===== config.mk =====
export PLATFORM = sky130hd
export DESIGN_NAME = seg_scan_mux
export DESIGN_NICKNAME = d
export VERILOG_FILES = /design/src/rtl/seg_scan_mux.sv
export SDC_FILE = /design/constraint.sdc
export NUM_CORES = 1
export LEC_CHECK = 0
export CAP_MARGIN = 40
export CORE_ASPECT_RATIO = 0.75
export CORE_MARGIN = 2
export CORE_UTILIZATION = 40
export CTS_CLUSTER_DIAMETER = 30
export DETAILED_ROUTE_END_ITERATION = 12
export DONT_BUFFER_PORTS = 1
export PLACE_DENSITY_LB_ADDON = 0.2
export SLEW_MARGIN = 0
export SYNTH_ARGS = -nofsm -noshare
export SYNTH_HDL_FRONTEND = slang
export SYNTH_SLANG_ARGS = --single-unit

===== constraint.sdc =====
create_clock -name clk -period 3.9 [get_ports clk]
set_clock_uncertainty 0.2 [all_clocks]
set_input_delay 0.975 -clock clk [delete_from_list [all_inputs] [get_ports clk]]
set_output_delay 0.975 -clock clk [all_outputs]
set_load 0.05 [all_outputs]

===== src/rtl/seg_scan_mux.sv =====
// Time-multiplexed seven-segment scanner: snapshots a hex word and drives active-low anodes/segments.
// Optional per-digit blinking is compiled in when SEG_SCAN_BLINK_EN is defined.
module seg_scan_mux #(
  parameter int DIGITS       = 8,
  parameter int SCAN_DIV     = 50000,
  parameter int GUARD        = 16,
  parameter int CNT_W        = 16
`ifdef SEG_SCAN_BLINK_EN
  ,
  parameter int BLINK_FRAMES = 64
`endif
) (
  input  logic                  clk,
  input  logic                  rst,
  input  logic [4*DIGITS-1:0]   hex_in,
  input  logic [DIGITS-1:0]     dp_in,
  input  logic [DIGITS-1:0]     blank_in,
`ifdef SEG_SCAN_BLINK_EN
  input  logic [DIGITS-1:0]     blink_in,
`endif
  input  logic                  load,
  output logic [DIGITS-1:0]     an_out,
  output logic [7:0]            seg_out,
  output logic                  frame_tick
);

  localparam int IDX_W = (DIGITS > 1) ? $clog2(DIGITS) : 1;
  localparam logic [CNT_W-1:0] LAST_CNT  = CNT_W'(SCAN_DIV - 1);
  localparam logic [CNT_W-1:0] GUARD_CNT = CNT_W'(GUARD);
  localparam logic [IDX_W-1:0] LAST_IDX  = IDX_W'(DIGITS - 1);

  // Segment bits {g,f,e,d,c,b,a}, active-low.
  function automatic logic [6:0] decode(input logic [3:0] nib);
    case (nib)
      4'h0: decode = 7'h40;
      4'h1: decode = 7'h79;
      4'h2: decode = 7'h24;
      4'h3: decode = 7'h30;
      4'h4: decode = 7'h19;
      4'h5: decode = 7'h12;
      4'h6: decode = 7'h02;
      4'h7: decode = 7'h78;
      4'h8: decode = 7'h00;
      4'h9: decode = 7'h10;
      4'hA: decode = 7'h08;
      4'hB: decode = 7'h03;
      4'hC: decode = 7'h46;
      4'hD: decode = 7'h21;
      4'hE: decode = 7'h06;
      default: decode = 7'h0E;
    endcase
  endfunction

  logic [4*DIGITS-1:0] hex_q;
  logic [DIGITS-1:0]   dp_q;
  logic [DIGITS-1:0]   blank_q;
  logic [CNT_W-1:0]    presc;
  logic [IDX_W-1:0]    idx;
  logic                slot_end;
  logic                frame_end;
  logic                blink_off;
  logic [3:0]          nibble;
  logic [DIGITS-1:0]   an_next;
  logic [7:0]          seg_next;

  assign slot_end  = (presc == LAST_CNT);
  assign frame_end = slot_end && (idx == LAST_IDX);
  assign nibble    = hex_q[{idx, 2'b00} +: 4];

  always_ff @(posedge clk or posedge rst) begin
    if (rst) begin
      hex_q   <= '0;
      dp_q    <= '0;
      blank_q <= '0;
    end else if (load) begin
      hex_q   <= hex_in;
      dp_q    <= dp_in;
      blank_q <= blank_in;
    end
  end

  always_ff @(posedge clk or posedge rst) begin
    if (rst) begin
      presc <= '0;
      idx   <= '0;
    end else if (slot_end) begin
      presc <= '0;
      idx   <= (idx == LAST_IDX) ? '0 : idx + 1'b1;
    end else begin
      presc <= presc + 1'b1;
    end
  end

`ifdef SEG_SCAN_BLINK_EN
  localparam int FR_W = (BLINK_FRAMES > 1) ? $clog2(BLINK_FRAMES) : 1;

  logic [DIGITS-1:0] blink_q;
  logic [FR_W-1:0]   frame_cnt;
  logic              blink_phase;

  always_ff @(posedge clk or posedge rst) begin
    if (rst) begin
      blink_q <= '0;
    end else if (load) begin
      blink_q <= blink_in;
    end
  end

  // Phase flips after every BLINK_FRAMES completed frames.
  always_ff @(posedge clk or posedge rst) begin
    if (rst) begin
      frame_cnt   <= '0;
      blink_phase <= 1'b0;
    end else if (frame_end) begin
      if (frame_cnt == FR_W'(BLINK_FRAMES - 1)) begin
        frame_cnt   <= '0;
        blink_phase <= ~blink_phase;
      end else begin
        frame_cnt <= frame_cnt + 1'b1;
      end
    end
  end

  assign blink_off = blink_phase && blink_q[idx];
`else
  assign blink_off = 1'b0;
`endif

  // Guard window keeps every anode off so the previous digit cannot ghost.
  always_comb begin
    an_next  = '1;
    seg_next = 8'hFF;
    if (presc >= GUARD_CNT) begin
      an_next = ~(DIGITS'(1) << idx);
      if (!blank_q[idx] && !blink_off) begin
        seg_next = {~dp_q[idx], decode(nibble)};
      end
    end
  end

  always_ff @(posedge clk or posedge rst) begin
    if (rst) begin
      an_out     <= '1;
      seg_out    <= 8'hFF;
      frame_tick <= 1'b0;
    end else begin
      an_out     <= an_next;
      seg_out    <= seg_next;
      frame_tick <= frame_end;
    end
  end

endmodule


==> impl_metrics.yaml <==
cts:
  cts.sinks: 84
  clock_tree.root_cell: "clkbuf_16"
  post_cts_buffers: 0
  cts_tree: "done"
  cts_buffer_depth: 2
  cts-resized-gates: 0
  cts_buffers: 9
  clk_pin_slew_ns: 0.06
  htreeDepth: 3
  clk_latency_ns: 0.34
  cts_hold_buf: 0
timing:
  setup-violations-final: 0
  tightest_slew_ns: 0.798
  min_period_ns: 2.93
  relSlewSlack_pct: 46.8
  rsz0062_at_grt: "no"
  slew_violations: 0
  final.setup.tns_ns: 0
  fin_crit_sh_pct: 75.0
  max_clock_freq_mhz: 342
  whs_ns: 0.294
  worst_slack_ns: 0.973
  hold_violations: 0
synth:
  ys_ff_latch: 84
  synth_edf_count: 0
  synth_flop_cell: "dfrtp_1"
  syn_area_per_cell_um2: 13.2
  yosysWarnings: 0
  synth_fp_nets: 362
  synthCells: 297
  synth_cell_type_count: 46
  syn_area_mm2: 0.00393
  async_flop_share_pct: 100
  yosysSeqAreaShare_pct: 54.0
floorplan:
  dieHeight_um: 89.8
  num_rows: 31
  fp.coreArea_mm2: 0.00962
  initial_core_util_pct: 40.8
  fp.dieW_um: 118
  die_area_mm2: 0.0106
  pin_count: 68
power_and_ir_drop:
  leakage_nw: 1.83
  seq_power_share_pct: 49.0
  p_per_area_mw_per_mm2: 478
  power_frac_comb_pct: 7.6
  internal_power_mw: 1.61
  sw_frac_of_total_pct: 23.0
  p_sw_mw: 0.482
  vdd_drop_max_mv: 0.274
  clkPwrFrac_pct: 43.5
route:
  vias: 2271
  drt.antenna.violating_nets: 0
  routed_wl_um: 7560
  drt-initial-drc-count: 70
  route.detailed.wl_per_inst_um: 17.3
  remaining_drc_errors: 0
  first_pass_iters: 4
  vias_per_cell: 5.20
cells_and_area:
  final_common_cell: "dfrtp_1"
  num-nets-final: 365
  drive_above_1_share_pct: 34.1
  layout_common_cells: "dfrtp_1, mux2_2, nand2_1"
  syn_to_final_growth_pct: 11.3
  diodes: 0
critical_path:
  reg2regPathDepth: 7
  crit_chain: "mux4_2 > mux2i_2 > inv_1 > ha_1 > and2_4 > o21ai_1 > o311ai_1"
  crit_path_max_incr_delay_ns: 0.86
  worstSetupPathType: "register to register"
  critical_path_buf_inv_count: 1
  worst_ep_arrival_time_ns: 2.98
  critPathSlowestCell: "dfrtp_1"
  startpoint_type: "register"
  cp_num_cells: 7
  ff2ff_setup_slack_ns: 0.97
  cpLargestDelayFamily: "multiplexers"
  end_kind: "register"
  worstPathRequired_ns: 3.95
  critPathMaxFanout: 15
global_routing:
  grt-ovfl-total: 0
  grt_use_total_pct: 15.8
  grt_max_degree: 49
  grt_pass1_wl_um: 12900
  antenna_found_initial: 2
  grt_pass1_vias: 2382
hold_path:
  whs_path_depth: 1
  holdCritPathClass: "register to register"
place:
  io_buffers: 0
  dpl.hpwl_um: 5390
  routabilityCongestion: 0.804
  post-place-ws_ns: 0.917
flow_run:
  max_cap_viol_count: 0
status:
  outcome: "complete, no violations"
==> power groups by stage <==
stage / Clock [mW] / Sequential, mW / Combinational [mW]
floorplan: 0 / 1.02 / 0.144
finish: 0.909 / 1.02 / 0.158
CTS: 0.934 / 1.02 / 0.160
global placement: 0 / 1.04 / 0.157
global route: 0.973 / 1.03 / 0.179
detailed placement: 0 / 1.04 / 0.160
==> cell type report <==
cell class	count	area [µm²]
Clock inverter	4	72.6
Timing Repair Buffer	4	30.0
Fill cell	923	5250
Tap cell	132	165
Inverter	9	35.0
Multi-Input combinational cell	192	1700
Sequential cell	84	2120
Clock buffer	12	246
==> worst reg2reg max path: stages (launching register included) <==
cell and delay, ns:
dfrtp_1 0.86, mux4_2 0.61, mux2i_2 0.37, inv_1 0.15, ha_1 0.25, and2_4 0.16, o21ai_1 0.14, o311ai_1 0.11
==> path summary, 6_finish.rpt <==
kind,end,startpoint
setup / recovery,seg_out[4]$_DFF_PP1_,idx[0]$_DFFE_PP0N_
hold / removal,presc[7]$_DFF_PP0_,presc[7]$_DFF_PP0_
setup reg to reg,seg_out[4]$_DFF_PP1_,idx[0]$_DFFE_PP0N_
hold reg to reg,presc[7]$_DFF_PP0_,presc[7]$_DFF_PP0_
max in group asynchronous,seg_out[3]$_DFF_PP1_,rst
min in group asynchronous,blank_q[2]$_DFFE_PP0P_,rst
==> flip-flops by register name, summed over array words and instances, names as in the netlist <==
register / cells
an_out: 8
idx: 3
dp_q: 8
presc: 16
seg_out: 8
frame_tick: 1
hex_q: 32
blank_q: 8
==> metal layers <==
| metal | share of wire [%] | GRT usage, % |
|---|---|---|
| met5 | 0.11 | 0 |
| met4 | 1.5 | 5.36 |
| met3 | 6.9 | 6.92 |
| met2 | 40 | 21.4 |
| met1 | 52 | 22.4 |
==> through the flow <==
stage	total power [mW]	instance area, µm²	util [%]	cells
after floorplan	1.17	3930	-	297
after global placement	1.20	4060	42.2	421
after detailed placement	1.20	4060	42.2	421
after CTS	2.12	4370	45.5	437
after global routing	2.18	4370	45.5	437
final	2.09	4370	45.5	437
==> kinds of logic after synthesis <==
kind of cell,after synthesis,share of synthesized area [%]
fa+ha+maj,14,4.46
xor+xnor,14,3.12
buf+inv,21,2.64
mux,69,22.7
compound gates,20,3.82
flops,84,54.0
simple gates,75,9.27
==> Yosys cell counts, types with 5 or more instances <==
| master | instances | area share, % |
|---|---|---|
| inv_1 | 7 | 0.67 |
| xnor2_1 | 5 | 1.1 |
| nor3_1 | 6 | 0.76 |
| dfrtp_1 | 68 | 43 |
| xor2_1 | 9 | 2.0 |
| clkbuf_1 | 6 | 0.57 |
| mux4_2 | 10 | 5.7 |
| mux2_2 | 49 | 14 |
| mux2i_1 | 6 | 1.5 |
| ha_1 | 14 | 4.5 |
| dfstp_2 | 16 | 11 |
| nand3_1 | 12 | 1.5 |
| nor2_1 | 16 | 1.5 |
| nand2_1 | 23 | 2.2 |
(Power assumes the default switching activity.)
